===== src/rtl/fighter_pkg.sv =====
// Shared action codes, screen bounds and sprite geometry for the fighter controllers.
// Latency: none (constants and pure functions only).
// Backpressure: none.
package fighter_pkg;

   localparam int unsigned SPRITE_W    = 128;
   localparam int unsigned SPRITE_H    = 128;
   localparam int unsigned X_LAST      = 783;   // last visible column
   localparam int unsigned GROUND_LINE = 394;   // feet rest on this line

   localparam logic [9:0] X_MIN    = 10'd144;
   localparam logic [9:0] X_MAX    = 10'(X_LAST + 1 - SPRITE_W);
   localparam logic [9:0] GROUND_Y = 10'(GROUND_LINE - SPRITE_H);
   localparam logic [9:0] START_X  = 10'd200;

   // Frame counter must hold the longest action duration minus one.
   localparam int unsigned CNT_W = 5;
   localparam int unsigned DIV_W = 3;

   typedef enum logic [2:0] {
      ACT_IDLE    = 3'd0,
      ACT_WALK    = 3'd1,
      ACT_PUNCH   = 3'd2,
      ACT_KICK    = 3'd3,
      ACT_BLOCK   = 3'd4,
      ACT_HITSTUN = 3'd5
   } action_t;

   // Sub-frame for timed actions: elapsed frames / 4, held at the last frame.
   function automatic logic [1:0] timed_sub_frame(input logic [CNT_W-1:0] cnt);
      logic [1:0] sf;
      if (cnt[CNT_W-1:2] > 3'd3) sf = 2'd3;
      else                       sf = cnt[3:2];
      return sf;
   endfunction

endpackage


===== src/rtl/fighter_pos_unit.sv =====
// Moves a 10-bit sprite x by a step in either direction and clamps it to the playfield.
// Latency: combinational.
// Backpressure: none; result is valid whenever inputs are.
module fighter_pos_unit
   import fighter_pkg::*;
#(
   parameter logic [9:0] LIM_LO = X_MIN,
   parameter logic [9:0] LIM_HI = X_MAX
) (
   input  logic [9:0] pos_cur,
   input  logic       move,
   input  logic       dir_up,
   input  logic [3:0] step,
   output logic [9:0] pos_new
);

   logic [10:0] wide;

   // Widen to 11 bits so neither direction can wrap before the clamp.
   always_comb begin
      wide    = {1'b0, pos_cur};
      pos_new = pos_cur;
      if (move) begin
         if (dir_up)                 wide = {1'b0, pos_cur} + {7'd0, step};
         else if (pos_cur < {6'd0, step}) wide = 11'd0;
         else                        wide = {1'b0, pos_cur} - {7'd0, step};

         if (wide < {1'b0, LIM_LO})      pos_new = LIM_LO;
         else if (wide > {1'b0, LIM_HI}) pos_new = LIM_HI;
         else                            pos_new = wide[9:0];
      end
   end

endmodule


===== src/rtl/fighter_anim_ctrl.sv =====
// Per-player action/position sequencer; all state advances only on frame_tick.
// Latency: outputs update on the clk edge carrying frame_tick and hold until the next one.
// Backpressure: none; hit_in pulses between ticks are latched and applied at the next tick.
module fighter_anim_ctrl
   import fighter_pkg::*;
#(
   parameter logic [9:0]  START_X      = fighter_pkg::START_X,
   parameter logic [9:0]  GROUND_Y     = fighter_pkg::GROUND_Y,
   parameter logic [9:0]  X_MIN        = fighter_pkg::X_MIN,
   parameter logic [9:0]  X_MAX        = fighter_pkg::X_MAX,
   parameter int unsigned WALK_STEP    = 3,
   parameter int unsigned KNOCK_STEP   = 4,
   parameter int unsigned PUNCH_FRAMES = 12,
   parameter int unsigned KICK_FRAMES  = 18,
   parameter int unsigned HIT_FRAMES   = 20,
   parameter int unsigned ATK_START    = 4,
   parameter int unsigned ATK_LEN      = 4,
   parameter int unsigned ANIM_DIV     = 8
) (
   input  logic       clk,
   input  logic       rst_l,
   input  logic       frame_tick,
   input  logic       btn_left,
   input  logic       btn_right,
   input  logic       btn_punch,
   input  logic       btn_kick,
   input  logic       btn_block,
   input  logic       facing_right,
   input  logic       hit_in,
   output logic [9:0] pos_x,
   output logic [9:0] pos_y,
   output logic [2:0] action,
   output logic [1:0] anim_frame,
   output logic       attack_active,
   output logic       busy
);

   logic [2:0]       state_q;
   logic [CNT_W-1:0] cnt_q;
   logic [DIV_W-1:0] div_q;
   logic [1:0]       anim_q;
   logic             atk_q;
   logic             busy_q;
   logic [9:0]       pos_q;
   logic             hit_pend;

   action_t          cur;
   action_t          nxt;
   logic [CNT_W-1:0] cnt_n;
   logic [CNT_W-1:0] dur_m1;
   logic [DIV_W-1:0] div_n;
   logic [1:0]       anim_n;
   logic             atk_n;
   logic             busy_n;
   logic             hit_now;
   logic             move;
   logic             dir_up;
   logic [3:0]       step;
   logic [9:0]       pos_n;

   fighter_pos_unit #(
      .LIM_LO (X_MIN),
      .LIM_HI (X_MAX)
   ) u_pos (
      .pos_cur (pos_q),
      .move    (move),
      .dir_up  (dir_up),
      .step    (step),
      .pos_new (pos_n)
   );

   // State register and frame-synchronous outputs; hit pulses latch between ticks.
   always_ff @(posedge clk or negedge rst_l) begin
      if (!rst_l) begin
         state_q  <= ACT_IDLE;
         cnt_q    <= '0;
         div_q    <= '0;
         anim_q   <= '0;
         atk_q    <= 1'b0;
         busy_q   <= 1'b0;
         pos_q    <= START_X;
         hit_pend <= 1'b0;
      end else if (frame_tick) begin
         state_q  <= nxt;
         cnt_q    <= cnt_n;
         div_q    <= div_n;
         anim_q   <= anim_n;
         atk_q    <= atk_n;
         busy_q   <= busy_n;
         pos_q    <= pos_n;
         hit_pend <= 1'b0;
      end else if (hit_in) begin
         hit_pend <= 1'b1;
      end
   end

   // Next state, frame counter, motion and animation for the coming frame.
   always_comb begin
      // Codes 6/7 are never written but are treated as IDLE if they appear.
      if (state_q <= 3'd5) cur = action_t'(state_q);
      else                 cur = ACT_IDLE;

      hit_now = hit_pend | hit_in;
      nxt     = cur;
      cnt_n   = cnt_q;
      div_n   = '0;
      anim_n  = 2'd0;

      case (cur)
         ACT_PUNCH: dur_m1 = CNT_W'(PUNCH_FRAMES - 1);
         ACT_KICK:  dur_m1 = CNT_W'(KICK_FRAMES - 1);
         default:   dur_m1 = CNT_W'(HIT_FRAMES - 1);
      endcase

      if (hit_now && cur != ACT_BLOCK) begin
         // A fresh hit always restarts hitstun, even while already stunned.
         nxt   = ACT_HITSTUN;
         cnt_n = '0;
      end else begin
         case (cur)
            ACT_PUNCH, ACT_KICK, ACT_HITSTUN: begin
               if (cnt_q == dur_m1) begin
                  nxt   = ACT_IDLE;
                  cnt_n = '0;
               end else begin
                  cnt_n = cnt_q + 1'b1;
               end
            end
            default: begin
               cnt_n = '0;
               if (btn_punch)                  nxt = ACT_PUNCH;
               else if (btn_kick)              nxt = ACT_KICK;
               else if (btn_block)             nxt = ACT_BLOCK;
               else if (btn_left ^ btn_right)  nxt = ACT_WALK;
               else                            nxt = ACT_IDLE;
            end
         endcase
      end

      move   = (nxt == ACT_WALK) || (nxt == ACT_HITSTUN);
      dir_up = (nxt == ACT_WALK) ? btn_right : ~facing_right;
      step   = (nxt == ACT_WALK) ? 4'(WALK_STEP) : 4'(KNOCK_STEP);

      case (nxt)
         ACT_WALK: begin
            // The entering frame counts as the first walk frame of the cycle.
            if (cur == ACT_WALK) begin
               div_n  = (div_q == DIV_W'(ANIM_DIV - 1)) ? '0 : div_q + 1'b1;
               anim_n = (div_n == DIV_W'(ANIM_DIV - 1)) ? anim_q + 2'd1 : anim_q;
            end
         end
         ACT_PUNCH, ACT_KICK, ACT_HITSTUN: anim_n = timed_sub_frame(cnt_n);
         default: anim_n = 2'd0;
      endcase

      atk_n  = ((nxt == ACT_PUNCH) || (nxt == ACT_KICK)) &&
               (32'(cnt_n) >= ATK_START) && (32'(cnt_n) < ATK_START + ATK_LEN);
      busy_n = (nxt == ACT_PUNCH) || (nxt == ACT_KICK) || (nxt == ACT_HITSTUN);
   end

   assign pos_x         = pos_q;
   assign pos_y         = GROUND_Y;
   assign action        = state_q;
   assign anim_frame    = anim_q;
   assign attack_active = atk_q;
   assign busy          = busy_q;

endmodule


===== config.mk =====
export PLATFORM = sky130hd
export DESIGN_NAME = fighter_anim_ctrl
export DESIGN_NICKNAME = d
export VERILOG_FILES = /design/src/rtl/fighter_pkg.sv /design/src/rtl/fighter_pos_unit.sv /design/src/rtl/fighter_anim_ctrl.sv
export SDC_FILE = /design/constraint.sdc
export NUM_CORES = 1
export LEC_CHECK = 0
export CAP_MARGIN = 5
export CORE_MARGIN = 2
export CORE_UTILIZATION = 35
export CTS_BUF_LIST = sky130_fd_sc_hd__clkbuf_2 sky130_fd_sc_hd__clkbuf_4 sky130_fd_sc_hd__clkbuf_8
export DETAILED_ROUTE_END_ITERATION = 8
export HOLD_SLACK_MARGIN = 0.06
export PLACE_DENSITY_LB_ADDON = 0.25
export SYNTH_ARGS = -nofsm -noshare
export SYNTH_HDL_FRONTEND = slang
export SYNTH_SLANG_ARGS = --single-unit

===== constraint.sdc =====
create_clock -name clk -period 14 [get_ports clk]
set_clock_uncertainty 0.1 [all_clocks]
set_input_delay 4.2 -clock clk [delete_from_list [all_inputs] [get_ports clk]]
set_output_delay 4.2 -clock clk [all_outputs]
set_load 0.1 [all_outputs]

Word level (Yosys, flattened, before mapping)

Index checks and enable logic that the tools add are counted.

Bits in registers: 26
Output and inout bits: 27
Word-level logic and storage cells: 75

Add/sub/neg operators: 5
Order comparisons: 7
Eq/ne operators: 13
Multiplexer cells: 28
Bitwise logic cells: 3
Reduce and logical (&&, ||, !) cells: 11

Operators by type and width:

| kind                                                                               | number |
|---|---|
| 11-bit two-way mux                                                                 | 3 |
| 3-bit two-way mux                                                                  | 11 |
| 10-bit two-way mux                                                                 | 2 |
| 5-bit two-way mux                                                                  | 3 |
| 3-bit by 2-bit == test with 1-bit output (second input constant)                   | 4 |
| 3-bit == test (second input constant)                                              | 4 |
| 10-bit by 3-bit adder with 11-bit output                                           | 1 |
| 11-bit by 10-bit greater-than comparator with 1-bit output (second input constant) | 1 |
| 11-bit by 8-bit < comparator with 1-bit output (second input constant)             | 1 |
| 10-bit by 3-bit subtractor with 11-bit output                                      | 1 |
| 10-bit by 3-bit < comparator with 1-bit output                                     | 1 |
| 5-bit case mux with 2 select lines                                                 | 1 |
| 3-bit by 1-bit == test with 1-bit output (second input constant)                   | 2 |
| 2-bit two-way mux                                                                  | 3 |
| 3-bit OR reduction                                                                 | 2 |
| 5-bit by 1-bit adder with 5-bit output (second input constant)                     | 1 |
| 5-bit == test                                                                      | 1 |
| 5-bit by 3-bit >= comparator with 1-bit output (second input constant)             | 1 |
| 5-bit by 4-bit < comparator with 1-bit output (second input constant)              | 1 |
| 1-bit two-way mux                                                                  | 4 |
| 2-bit case mux with 2 select lines                                                 | 1 |
| 2-bit AND reduction                                                                | 2 |
| 3-bit by 1-bit adder with 3-bit output (second input constant)                     | 1 |
| 3-bit by 2-bit greater-than comparator with 1-bit output (second input constant)   | 1 |
| 10 further kinds                                                                   | 14 |

Longest topological paths before layout

Gate-level depths: netlist (run 1).

Depth after elaboration: 17
Mapped depth: 21

Cells and area by module

From an unflattened synthesis (run 1), not the netlist that was laid out.

Cells, all modules: 317
Area total of the unflattened synthesis: 2,727.6 um^2

By module, submodules not included:

| module            | times used | cells an instance | area each (um^2) |
|---|---|---|---|
| fighter_anim_ctrl | 1          | 168               | 1,680.4 |
| fighter_pos_unit  | 1          | 149               | 1,047.3 |

Worst setup path before layout (run 1)

Ideal clock, no wire load.

Kind: in2reg
Start: in btn_left
End: reg pos_q[4] (netlist: pos_x[4])
Library setup time: 0.147 ns
Arrival time: 7.908 ns
Data required time: 13.753 ns
Path slack: 5.845 ns
Stages on the path: 18
Cells stage by stage: xnor2_1 > or3_1 > a31oi_1 > a32oi_1 > nor2_1 > nand2_1 > ha_1 > clkbuf_1 > o211ai_1 > a21oi_1 > nor4b_1 > xnor2_1 > a2111oi_0 > nand4_1 > a211oi_2 > o21bai_2 > nor3_1 > a311oi_1

Longest elaborated chain between the ends: 16

Ends and longest elaborated chain:

| what                                                                                                            | line                                                                         | text |
|---|---|---|
| from (decl)                                                                                                     | fighter_anim_ctrl.sv:23                                                      | `input logic btn_left,` |
| 1-bit bitwise XOR *                                                                                             | fighter_anim_ctrl.sv:134                                                     | `else if (btn_left ^ btn_right) nxt = ACT_WALK;` |
| 1-bit two-way mux *                                                                                             | fighter_anim_ctrl.sv:134                                                     |  |
| 3-bit two-way mux *                                                                                             | fighter_anim_ctrl.sv:133                                                     | `else if (btn_block) nxt = ACT_BLOCK;` |
| 3-bit two-way mux *                                                                                             | fighter_anim_ctrl.sv:132                                                     | `else if (btn_kick) nxt = ACT_KICK;` |
| 3-bit two-way mux *                                                                                             | fighter_anim_ctrl.sv:131                                                     | `if (btn_punch) nxt = ACT_PUNCH;` |
| 3-bit two-way mux *                                                                                             | fighter_anim_ctrl.sv:120                                                     | `case (cur)` |
| 3-bit two-way mux *                                                                                             | fighter_anim_ctrl.sv:115                                                     | `if (hit_now && cur != ACT_BLOCK) begin` |
| 3-bit by 1-bit == test with 1-bit output                                                                        | fighter_anim_ctrl.sv:140, fighter_anim_ctrl.sv:141, fighter_anim_ctrl.sv:142 |  |
| 3-bit two-way mux                                                                                               | fighter_anim_ctrl.sv:142                                                     | `step = (nxt == ACT_WALK) ? 4'(WALK_STEP) : 4'(KNOCK_STEP);` |
| 10-bit by 3-bit subtractor with 11-bit output or 10-bit by 3-bit < comparator with 1-bit output (tied branches) | fighter_pos_unit.sv:26, fighter_pos_unit.sv:25                               |  |
| 11-bit two-way mux                                                                                              | fighter_pos_unit.sv:25                                                       | `else if (pos_cur < {6'd0, step}) wide = 11'd0;` |
| 11-bit two-way mux                                                                                              | fighter_pos_unit.sv:24                                                       | `if (dir_up) wide = {1'b0, pos_cur} + {7'd0, step};` |
| 11-bit two-way mux                                                                                              | fighter_pos_unit.sv:23                                                       | `if (move) begin` |
| 11-bit by 10-bit greater-than comparator with 1-bit output                                                      | fighter_pos_unit.sv:29                                                       | `else if (wide > {1'b0, LIM_HI}) pos_new = LIM_HI;` |
| 10-bit two-way mux                                                                                              | fighter_pos_unit.sv:29                                                       |  |
| 10-bit two-way mux                                                                                              | fighter_pos_unit.sv:28                                                       | `if (wide < {1'b0, LIM_LO}) pos_new = LIM_LO;` |
| to (signal assigned)                                                                                            | fighter_anim_ctrl.sv:90                                                      | `pos_q <= pos_n;` |
| to (decl)                                                                                                       | fighter_anim_ctrl.sv:44                                                      | `logic [9:0] pos_q;` |

Mark *: on every way between the ends. The rest lies on a longest branch, timed or not. The select of a mux whose other input is x is not followed.
A chain may end at the register's enable or synchronous reset.

Final worst setup path (run 1)

Start: in btn_right
End: reg pos_q[4] (netlist: pos_x[4])

Longest elaborated chain between the ends: 16

Ends and longest elaborated chain:

| what                                                                                                            | line                                                                         | text |
|---|---|---|
| from (decl)                                                                                                     | fighter_anim_ctrl.sv:24                                                      | `input logic btn_right,` |
| 1-bit bitwise XOR                                                                                               | fighter_anim_ctrl.sv:134                                                     |  |
| 1-bit two-way mux                                                                                               | fighter_anim_ctrl.sv:134                                                     |  |
| 3-bit two-way mux                                                                                               | fighter_anim_ctrl.sv:133                                                     |  |
| 3-bit two-way mux                                                                                               | fighter_anim_ctrl.sv:132                                                     |  |
| 3-bit two-way mux                                                                                               | fighter_anim_ctrl.sv:131                                                     |  |
| 3-bit two-way mux                                                                                               | fighter_anim_ctrl.sv:120                                                     |  |
| 3-bit two-way mux                                                                                               | fighter_anim_ctrl.sv:115                                                     |  |
| 3-bit by 1-bit == test with 1-bit output                                                                        | fighter_anim_ctrl.sv:140, fighter_anim_ctrl.sv:141, fighter_anim_ctrl.sv:142 |  |
| 3-bit two-way mux                                                                                               | fighter_anim_ctrl.sv:142                                                     |  |
| 10-bit by 3-bit subtractor with 11-bit output or 10-bit by 3-bit < comparator with 1-bit output (tied branches) | fighter_pos_unit.sv:26, fighter_pos_unit.sv:25                               |  |
| 11-bit two-way mux                                                                                              | fighter_pos_unit.sv:25                                                       |  |
| 11-bit two-way mux                                                                                              | fighter_pos_unit.sv:24                                                       |  |
| 11-bit two-way mux                                                                                              | fighter_pos_unit.sv:23                                                       |  |
| 11-bit by 10-bit greater-than comparator with 1-bit output                                                      | fighter_pos_unit.sv:29                                                       |  |
| 10-bit two-way mux                                                                                              | fighter_pos_unit.sv:29                                                       |  |
| 10-bit two-way mux                                                                                              | fighter_pos_unit.sv:28                                                       |  |

Parallel ways exist; a longest one is shown, timed or not. The select of a mux whose other input is x is not followed.

==> results of run 1 <==
## metrics by stage
step | cell area (um2) | std cells | hold slack [ps] | utilization | worst slack [ps]
detailed placement | 2830 | 434 | 431 | 0.395 | 4750
global placement | 2830 | 434 | 426 | 0.395 | 4590
global route | 2890 | 438 | 481 | 0.402 | 4440
finish | 2890 | 438 | 444 | 0.402 | 4920
floorplan | 2610 | 338 | 389 | - | 5850
CTS | 2890 | 438 | 450 | 0.402 | 4990
## placed cells by master (no fill, tap or decap), drive strengths merged, types with 3 or more instances in the layout
cell type	count
ha	9
nor2b	11
a21o	3
a31oi	7
mux2	4
nand3	11
xnor2	5
nor2	32
o21a	5
and2	3
clkbuf	4
o211ai	3
nor3	8
clkdlybuf4s50	26
a21oi	17
o22ai	7
mux2i	7
nand2b	6
conb	10
o31ai	6
dfrtp	23
a211oi	4
nand4	4
dfstp	3
or3	4
and3	4
inv	17
o21ai	20
nand2	31
## worst max-delay path by stage
stage                    end  slack (ps)
detailed placement  pos_x[4]        4750
global placement    pos_x[4]        4590
finish              pos_x[4]        4920
CTS                 pos_x[4]        4990
floorplan           pos_x[4]        5850
global route        pos_x[4]        4440
## cells by family (layout without fill, tap and decap cells)
group / Yosys count / count (layout) / synth area share
and+or+nand+nor: 125 / 125 / 0.240
AOI/OAI and AO/OA: 102 / 102 / 0.288
buffers and inverters: 47 / 48 / 0.0889
DFF: 26 / 26 / 0.254
adders and majority gates: 11 / 11 / 0.0593
muxes: 11 / 11 / 0.0461
xor gates and xnor gates: 6 / 6 / 0.0204
other: 2 / 10 / 0.00292
## state kept, by name, indices dropped and copies added, names as in the netlist
register and count:
busy 1, div_q 3, anim_frame 2, hit_pend 1
action 3, attack_active 1, cnt_q 5, pos_x 10
## power breakdown
part	total (uW)	internal, uW	switching, uW
Clock	49.5	25.1	24.4
Combinational	542	171	371
Sequential	142	98.4	43.7
Total	734	294	439
## final cells by class
| class | count | area share |
|---|---|---|
| Clock buffer | 4 | 0.0191 |
| Inverter | 17 | 0.0221 |
| Sequential cell | 26 | 0.227 |
| Multi-Input combinational cell | 265 | 0.597 |
| Timing Repair Buffer | 27 | 0.0927 |
| Tap cell | 99 | 0.0429 |
## metal layers
layer	global-route usage	part of all wire	wire, um
met1	0.245	0.47	3200
met2	0.258	0.45	3060
met3	0.0235	0.065	444
met4	0.0526	0.017	119
met5	0	0	0
## critical path: stages
cell	delay, ps
clkdlybuf4s50_1	440
xnor2_1	130
or3_1	330
a31oi_1	180
a32oi_1	190
nor2_1	230
nand2_1	160
ha_1	500
o211ai_1	150
a21oi_1	370
nor4b_1	650
xnor2_1	170
a2111oi_0	410
nand4_1	170
a211oi_2	350
o21bai_2	190
nor3_1	200
a311oi_1	70
==> summary.md, run 1 <==
| Metric | Value |
|---|---|
| Wire per inst | 15.6 um |
| Worst Path Class, Setup | input pin to flop |
| Final Setup Violations | 0 |
| Root Buffer | clkbuf_8 |
| Worst r2r src | cnt_q[3] |
| FILL cells | 748 |
| Final wirelength | 6830 um |
| Post-CTS Repair Setup Buffers | 0 |
| R2r endpoint | pos_x[4] |
| Die area | 8060 um2 |
| CTS tree | built |
| Hold Vio Cnt, Final | 0 |
| Outcome | finished clean |
| Hold endpoint | busy |
| DR vias/cell | 5.73 |
| CTS clk-pin slew, worst paths | 100 ps |
| Layout Nets | 361 |
| Grt total ovfl | 0 |
| Number of synthesized register bits | 26 |
| Vias in the first global route | 2,312 |
| Register area share after synthesis | 0.254 |
| Synthesis warning total | 0 |
| Port Buffers | 26 |
| Largest area contributor in the netlist | dfrtp_1 |
| Max rail drop VDD | 0.146 mV |
| Cells after Synth | 330 |
| Max Cap Viol | 0 |
| IO Count | 37 |
| Netlist Area Pre-Place | 2580 um2 |
| Synthesized area per cell | 7.81 um2 |
| Hold path cells | 2 |
| Startpoint types | input pin |
| Slew @ Worst Pin | 1000 ps |
| FF-to-FF path depth | 16 |
| Layout cells sized above 1 | 0.0708 |
| Multi-input logic area | 1720 um2 |
| Fmax | 0.110 GHz |
| Pin count of the biggest net entering global routing | 29 |
| Synth unique cells | 70 |
| Num CTS Buffers | 3 |
| H-Tree Depth | 1 |
| Arr. time, crit path | 9110 ps |
| Critical path startpoint | btn_right |
| First-pass GRT wire length | 11,400 um |
| Hpwl dp | 5160 um |
| Top cell type's share of synthesized area | 0.223 |
| Required time of the critical path | 14,030 ps |
| Antenna cells | 0 |
| Async SR Flop Fraction | 1.00 |
| Power per standard cell area | 254 nW/um2 |
| GP Congestion | 0.981 |
| Die height | 89.8 um |
| Min Tclk post-route | 9080 ps |
| Worst R2R Setup Slack | 8600 ps |
| Tcrit/Tclk final | 0.649 |
| Total GRT Usage | 0.168 |
| Synth top cells by count | nor2_1 (32), nand2_1 (31), dfrtp_1 (23), o21ai_0 (20) |
| Synth area leaders | dfrtp_1 (22%), nor2_1 (4.7%), nand2_1 (4.5%) |
| Initial antenna violation count | 0 |
| DRT iter0 DRCs | 236 |
| Storage cell area | 654 um2 |
| Post-CTS resize count | 0 |
| Crit Path Max Fanout | 11 |
| Clk sinks | 26 |
| Drt drc | 0 |
| First-pass DRT Iterations | 5 |
| Worst skew pair latency | 270 ps |
| Max clock buf depth | 2 |
| Lkg Pwr | 0.00114 uW |
| Chip Width | 89.8 um |
| CP endpoint kind | flop |
| Min-delay worst type | flop to flop |
| RSZ-0062 raised after global routing | no |
| Post-CTS Hold Fix Bufs | 0 |
| Setup tns final | 0 ps |
| Initial Util | 0.359 |
| Hold Crit Start | busy |
| Slew Limit Fails | 0 |
| Vias | 2,511 |
| ANT nets after route | 0 |
| FP Rows | 31 |
| Max-slew headroom | 0.328 |
| Total power | 734 uW |
| Primary FF master, synth | dfrtp_1 |
| Most frequent cell after synthesis | nor2_1 |
| Synthesis-to-finish area growth | 12.1% |
| Post-synth EDFFs | 0 |
| Core Area | 7180 um2 |
Note: power is estimated with default switching activity, not from simulation.
==> run 2, diff against run 1 <==
==> constraint.sdc (replaced) <==
create_clock -name clk -period 8.83 [get_ports clk]
set_clock_uncertainty 0.1 [all_clocks]
set_input_delay 2.649 -clock clk [delete_from_list [all_inputs] [get_ports clk]]
set_output_delay 2.649 -clock clk [all_outputs]
set_load 0.1 [all_outputs]
==> run 2 against run 1 <==
Effect of this change: routed wire length rose by 1.7%; register-to-register slack worse by 5200 ps; sequential share of layout area is 0.13 points lower; first-iteration DRC count shrank 13%; die area stayed put; non-clock buffer count stayed put; combinational power rose by 59%; clock power is 100% higher; critical path depth unchanged; hold slack got worse by 1.3 ps; cell area is 0.56% higher; largest cell class unchanged.
==> summary.md, run 2 (synthesis results as in run 1) <==
| Metric | Value |
|---|---|
| Post-CTS Repair Setup Buffers | 0 |
| CTS tree | built |
| Worst skew pair latency | 280 ps |
| Hold path cells | 2 |
| CP Cell Sequence | clkdlybuf4s50_1 > xnor2_1 > or3_1 > a31oi_1 > a32oi_1 > nor2_1 > nand2_1 > ha_1 > o211ai_1 > a21oi_1 > nor4b_1 > xnor2_1 > a2111oi_0 > nand4_1 > a211oi_2 > o21bai_2 > nor3_1 > a311oi_1 |
| Fmax | 0.132 GHz |
| Max Cap Viol | 0 |
| Max-slew headroom | 0.326 |
| Pin count of the biggest net entering global routing | 29 |
| Min Tclk post-route | 7560 ps |
| Port Buffers | 26 |
| Setup WS post-layout | 1270 ps |
| Drt drc | 0 |
| GP Congestion | 0.981 |
| Initial antenna violation count | 0 |
| First-pass GRT wire length | 11,600 um |
| Wire per inst | 15.8 um |
| H-Tree Depth | 1 |
| Final Setup Violations | 0 |
| Hold endpoint | busy |
| Hpwl dp | 5230 um |
| Layout Nets | 361 |
| Min-delay worst type | flop to flop |
| FP Rows | 31 |
| Vias in the first global route | 2,366 |
| Post-CTS resize count | 0 |
| Worst r2r src | cnt_q[3] |
| Slowest stage cell, crit path | nor4b_1 |
| Outcome | finished clean |
| Max stage delay on crit path | 700 ps |
| Most common cell after layout, fill and taps aside | nor2_1 |
| DRT iter0 DRCs | 205 |
| Slew Limit Fails | 0 |
| FF-to-FF path depth | 16 |
| Hold Crit Start | busy |
| Core Area | 7180 um2 |
| Required time of the critical path | 8850 ps |
| Crit Path Max Fanout | 11 |
| R2r endpoint | pos_x[4] |
| Most frequent cells in the layout | nor2_1 (32), nand2_1 (31), clkdlybuf4s50_1 (26), dfrtp_1 (23), o21ai_0 (20) |
| IO Count | 37 |
| Pre-CTS setup slack | 1140 ps |
| Root Buffer | clkbuf_8 |
| Die area | 8060 um2 |
| Total power | 1190 uW |
| DR vias/cell | 5.68 |
| Vias | 2,487 |
| Initial Util | 0.359 |
| RSZ-0062 raised after global routing | no |
| Total GRT Usage | 0.172 |
| Startpoint types | input pin |
| Max rail drop VDD | 0.224 mV |
| Chip Width | 89.8 um |
| Layout cells sized above 1 | 0.0708 |
| Grt total ovfl | 0 |
| Arr. time, crit path | 7580 ps |
| Setup tns final | 0 ps |
| ANT nets after route | 0 |
| Num CTS Buffers | 3 |
| Max clock buf depth | 2 |
| Synthesis-to-finish area growth | 12.7% |
| Post-CTS Hold Fix Bufs | 0 |
| Largest register FFs | 10 |
| Hold Slack | 442 ps |
| Die height | 89.8 um |
| Slew @ Worst Pin | 1010 ps |
| Hold Vio Cnt, Final | 0 |
| Worst Path Class, Setup | input pin to flop |
| Worst R2R Setup Slack | 3390 ps |
| CP endpoint kind | flop |
| Lkg Pwr | 0.00115 uW |
| CTS clk-pin slew, worst paths | 100 ps |
| Clk sinks | 26 |
| Power per standard cell area | 409 nW/um2 |
| CP most frequent cell | xnor2_1 |
| Final wirelength | 6940 um |
| First-pass DRT Iterations | 4 |
| Tcrit/Tclk final | 0.856 |
| Antenna cells | 0 |
==> run 2: changes by cell type in the layout (fill, tap and decap cells not counted) <==
cell	change
clkbuf_8	-1
bufinv_16	+1
==> run 2: metrics by stage <==
stage,cells,util,cell area (um2)
after floorplan,338,-,2610
after detailed placement,434,0.395,2830
after global placement,434,0.395,2830
after CTS,438,0.405,2900
after global routing,438,0.405,2900
final,438,0.405,2900
==> run 2: layout make-up <==
cell class / count / area, um2
Tap cell: 99 / 124
Fill cell: 747 / 4270
Clock buffer: 3 / 41.3
Timing Repair Buffer: 27 / 268
Sequential cell: 26 / 654
Clock inverter: 1 / 30.0
Multi-Input combinational cell: 265 / 1720
Inverter: 17 / 63.8
==> run 2: routing by layer <==
| metal | routed length (um) | track usage | vias up |
|---|---|---|---|
| met5 | 0 | 0 | - |
| met1 | 3260 | 0.246 | 1171 |
| met2 | 3160 | 0.268 | 107 |
| met3 | 434 | 0.0327 | 10 |
| li1 | - | - | 1199 |
| met4 | 81 | 0.0449 | 0 |
==> run 2: worst max path at each step <==
stage,startpoint,to,slack (ps),depth (start not counted)
2_1_floorplan,btn_left,pos_x[4],2230,18
3_3_place_gp,btn_right,pos_x[4],970,18
3_5_place_dp,btn_right,pos_x[4],1140,18
4_1_cts,btn_right,pos_x[4],1370,18
5_1_grt,btn_right,pos_x[4],810,19
6_report,btn_right,pos_x[4],1270,18
==> run 2: power breakdown <==
group          internal (uW)  switching (uW)  total [uW]
Combinational            270             589         860
Sequential               156            69.7         226
Clock                   60.7            40.4         101
==> run 2: worst max-delay path: cells and delay by family <==
kind,cells,cell delay [ps]
and+or+nand+nor,6,1780
adders and majority gates,1,490
buffers and inverters,1,440
xor gates and xnor gates,2,300
AOI/OAI and AO/OA,8,1900
==> run 3, diff against run 2 <==
--- a/config.mk
+++ b/config.mk
@@ -12,6 +12,7 @@
 export DETAILED_ROUTE_END_ITERATION = 8
 export HOLD_SLACK_MARGIN = 0.06
 export PLACE_DENSITY_LB_ADDON = 0.25
+export REMOVE_ABC_BUFFERS = 1
 export SYNTH_ARGS = -nofsm -noshare
 export SYNTH_HDL_FRONTEND = slang
 export SYNTH_SLANG_ARGS = --single-unit
==> run 3 against run 2 <==
Effect of this change: first-iteration DRC count rose by 32%; cell area did not move; register-to-register slack got worse by 80 ps; total power fell by 0.51%; cell count did not move; maximum frequency fell by 1.8%; combinational power fell by 0.8%; critical path depth did not move; via count rose by 1.5%; setup slack got worse by 140 ps; count of clock-buffer cells in the layout did not move; hold slack got worse by 4.8 ps; largest power group unchanged; highest routed layer unchanged.
==> summary.md, run 3 (synthesis results as in run 1) <==
| Metric | Value |
|---|---|
| Top Metal Used | met4 |
| Max rail drop VDD | 0.169 mV |
| Most common cell after layout, fill and taps aside | nor2_1 |
| Vias | 2,525 |
| Die height | 89.8 um |
| Vias in the first global route | 2,206 |
| Max-slew headroom | 0.350 |
| Worst skew pair latency | 270 ps |
| CP Cell Sequence | clkdlybuf4s50_1 > xnor2_1 > or3_1 > a31oi_1 > a32oi_1 > nor2_1 > nand2_1 > ha_1 > o211ai_1 > a21oi_1 > nor4b_1 > xnor2_1 > a2111oi_0 > nand4_1 > a211oi_2 > o21bai_2 > nor3_1 > a311oi_1 |
| Power per standard cell area | 406 nW/um2 |
| Min-delay worst type | flop to flop |
| Setup WS post-layout | 1140 ps |
| Setup tns final | 0 ps |
| Synthesis-to-finish area growth | 12.7% |
| Layout Nets | 361 |
| Pre-CTS setup slack | 1000 ps |
| Num CTS Buffers | 3 |
| Layout cells sized above 1 | 0.0708 |
| Crit Path Max Fanout | 11 |
| Slowest stage cell, crit path | nor4b_1 |
| Crit path buf inv count | 1 |
| Initial Util | 0.359 |
| Final wirelength | 6820 um |
| Lkg Pwr | 0.00115 uW |
| Hold Crit Start | div_q[2] |
| H-Tree Depth | 1 |
| FP Rows | 31 |
| DRT iter0 DRCs | 270 |
| CTS tree | built |
| Clk sinks | 26 |
| Largest register FFs | 10 |
| Root Buffer | clkbuf_8 |
| CP endpoint kind | flop |
| Post-CTS Hold Fix Bufs | 0 |
| Met3 wire len | 466 um |
| Total GRT Usage | 0.164 |
| Hpwl dp | 5100 um |
| CP most frequent cell | xnor2_1 |
| Max clock buf depth | 2 |
| Post-CTS resize count | 0 |
| First-pass DRT Iterations | 5 |
| Wire per inst | 15.6 um |
| Arr. time, crit path | 7730 ps |
| Family with the most delay on the worst path | compound AO/OA/AOI/OAI gates |
| Max Cap Viol | 0 |
| Worst Path Class, Setup | input pin to flop |
| CTS clk-pin slew, worst paths | 100 ps |
| Post-CTS Repair Setup Buffers | 0 |
| Slew Limit Fails | 0 |
| RSZ-0062 raised after global routing | no |
| Critical path startpoint | btn_right |
| Hold Vio Cnt, Final | 0 |
| Worst r2r src | cnt_q[3] |
| Final Setup Violations | 0 |
| Max stage delay on crit path | 770 ps |
| Core Area | 7180 um2 |
| DR vias/cell | 5.76 |
| ANT nets after route | 0 |
| Grt total ovfl | 0 |
| Most frequent cells in the layout | nor2_1 (32), nand2_1 (31), clkdlybuf4s50_1 (26), dfrtp_1 (23), o21ai_0 (20) |
| GP Congestion | 0.941 |
| Die area | 8060 um2 |
| Outcome | finished clean |
| First-pass GRT wire length | 11,100 um |
| Met2 Routed Length | 3180 um |
| Fmax | 0.130 GHz |
| Slew @ Worst Pin | 972 ps |
| Startpoint types | input pin |
| IO Count | 37 |
| Port Buffers | 26 |
| Required time of the critical path | 8870 ps |
| Tcrit/Tclk final | 0.871 |
| Drt drc | 0 |
| Pin count of the biggest net entering global routing | 29 |
| Min Tclk post-route | 7690 ps |
| Initial antenna violation count | 0 |
| Chip Width | 89.8 um |
| Antenna cells | 0 |
| WL met1 | 3110 um |
## run 3: cell counts in the layout (fill, tap and decap cells not counted)
No cell type changed its count.
## run 3: power breakdown
group	switching, uW	total (uW)	internal, uW
sequential	70.7	227	156
clock	39.6	100	60.7
combinational	583	853	270
## run 3: layout make-up
cell class	instances	area, um2
repair buffers	27	268
inverters	17	63.8
flip-flops and latches	26	654
clock buffers	3	41.3
clock inverters	1	30.0
well taps	99	124
multi-input cells	265	1720
fillers	750	4270
## run 3: through the flow
stage	instance area [um2]	hold WS (ps)	utilization	cells	total power (uW)
6_report	2900	438	0.405	438	1180
2_1_floorplan	2440	389	-	308	868
3_3_place_gp	2830	428	0.395	434	1070
5_1_grt	2900	480	0.405	438	1260
4_1_cts	2900	445	0.405	438	1170
3_5_place_dp	2830	429	0.395	434	1070
## run 3: final timing paths
path | to | slack (ps) | cells past startpoint
worst min-delay path | div_q[2] | 440 | 2
worst max register to register | pos_x[4] | 3310 | 16
worst min register to register | div_q[2] | 440 | 2
max in group asynchronous | pos_x[3] | 5690 | 2
worst max-delay path | pos_x[4] | 1140 | 18
min in group asynchronous | pos_x[9] | 2640 | 2
## run 3: per-layer routing
layer / GRT usage / vias to the layer above
li1: - / 1202
met1: 0.236 / 1188
met2: 0.266 / 126
met3: 0.0277 / 9
met4: 0.0256 / 0
met5: 0 / -
## run 3: worst register-to-register path: stages, from the launching register on
cell and delay (ps):
dfrtp_1 530, or3b_1 400, mux2_4 270, o311a_4 340, nor2_1 220, nand2_1 160, ha_1 480, o211ai_1 140
a21oi_1 370, nor4b_1 780, xnor2_1 120, a2111oi_0 480, nand4_1 170, a211oi_2 390, o21bai_2 180, nor3_1 190
a311oi_1 70
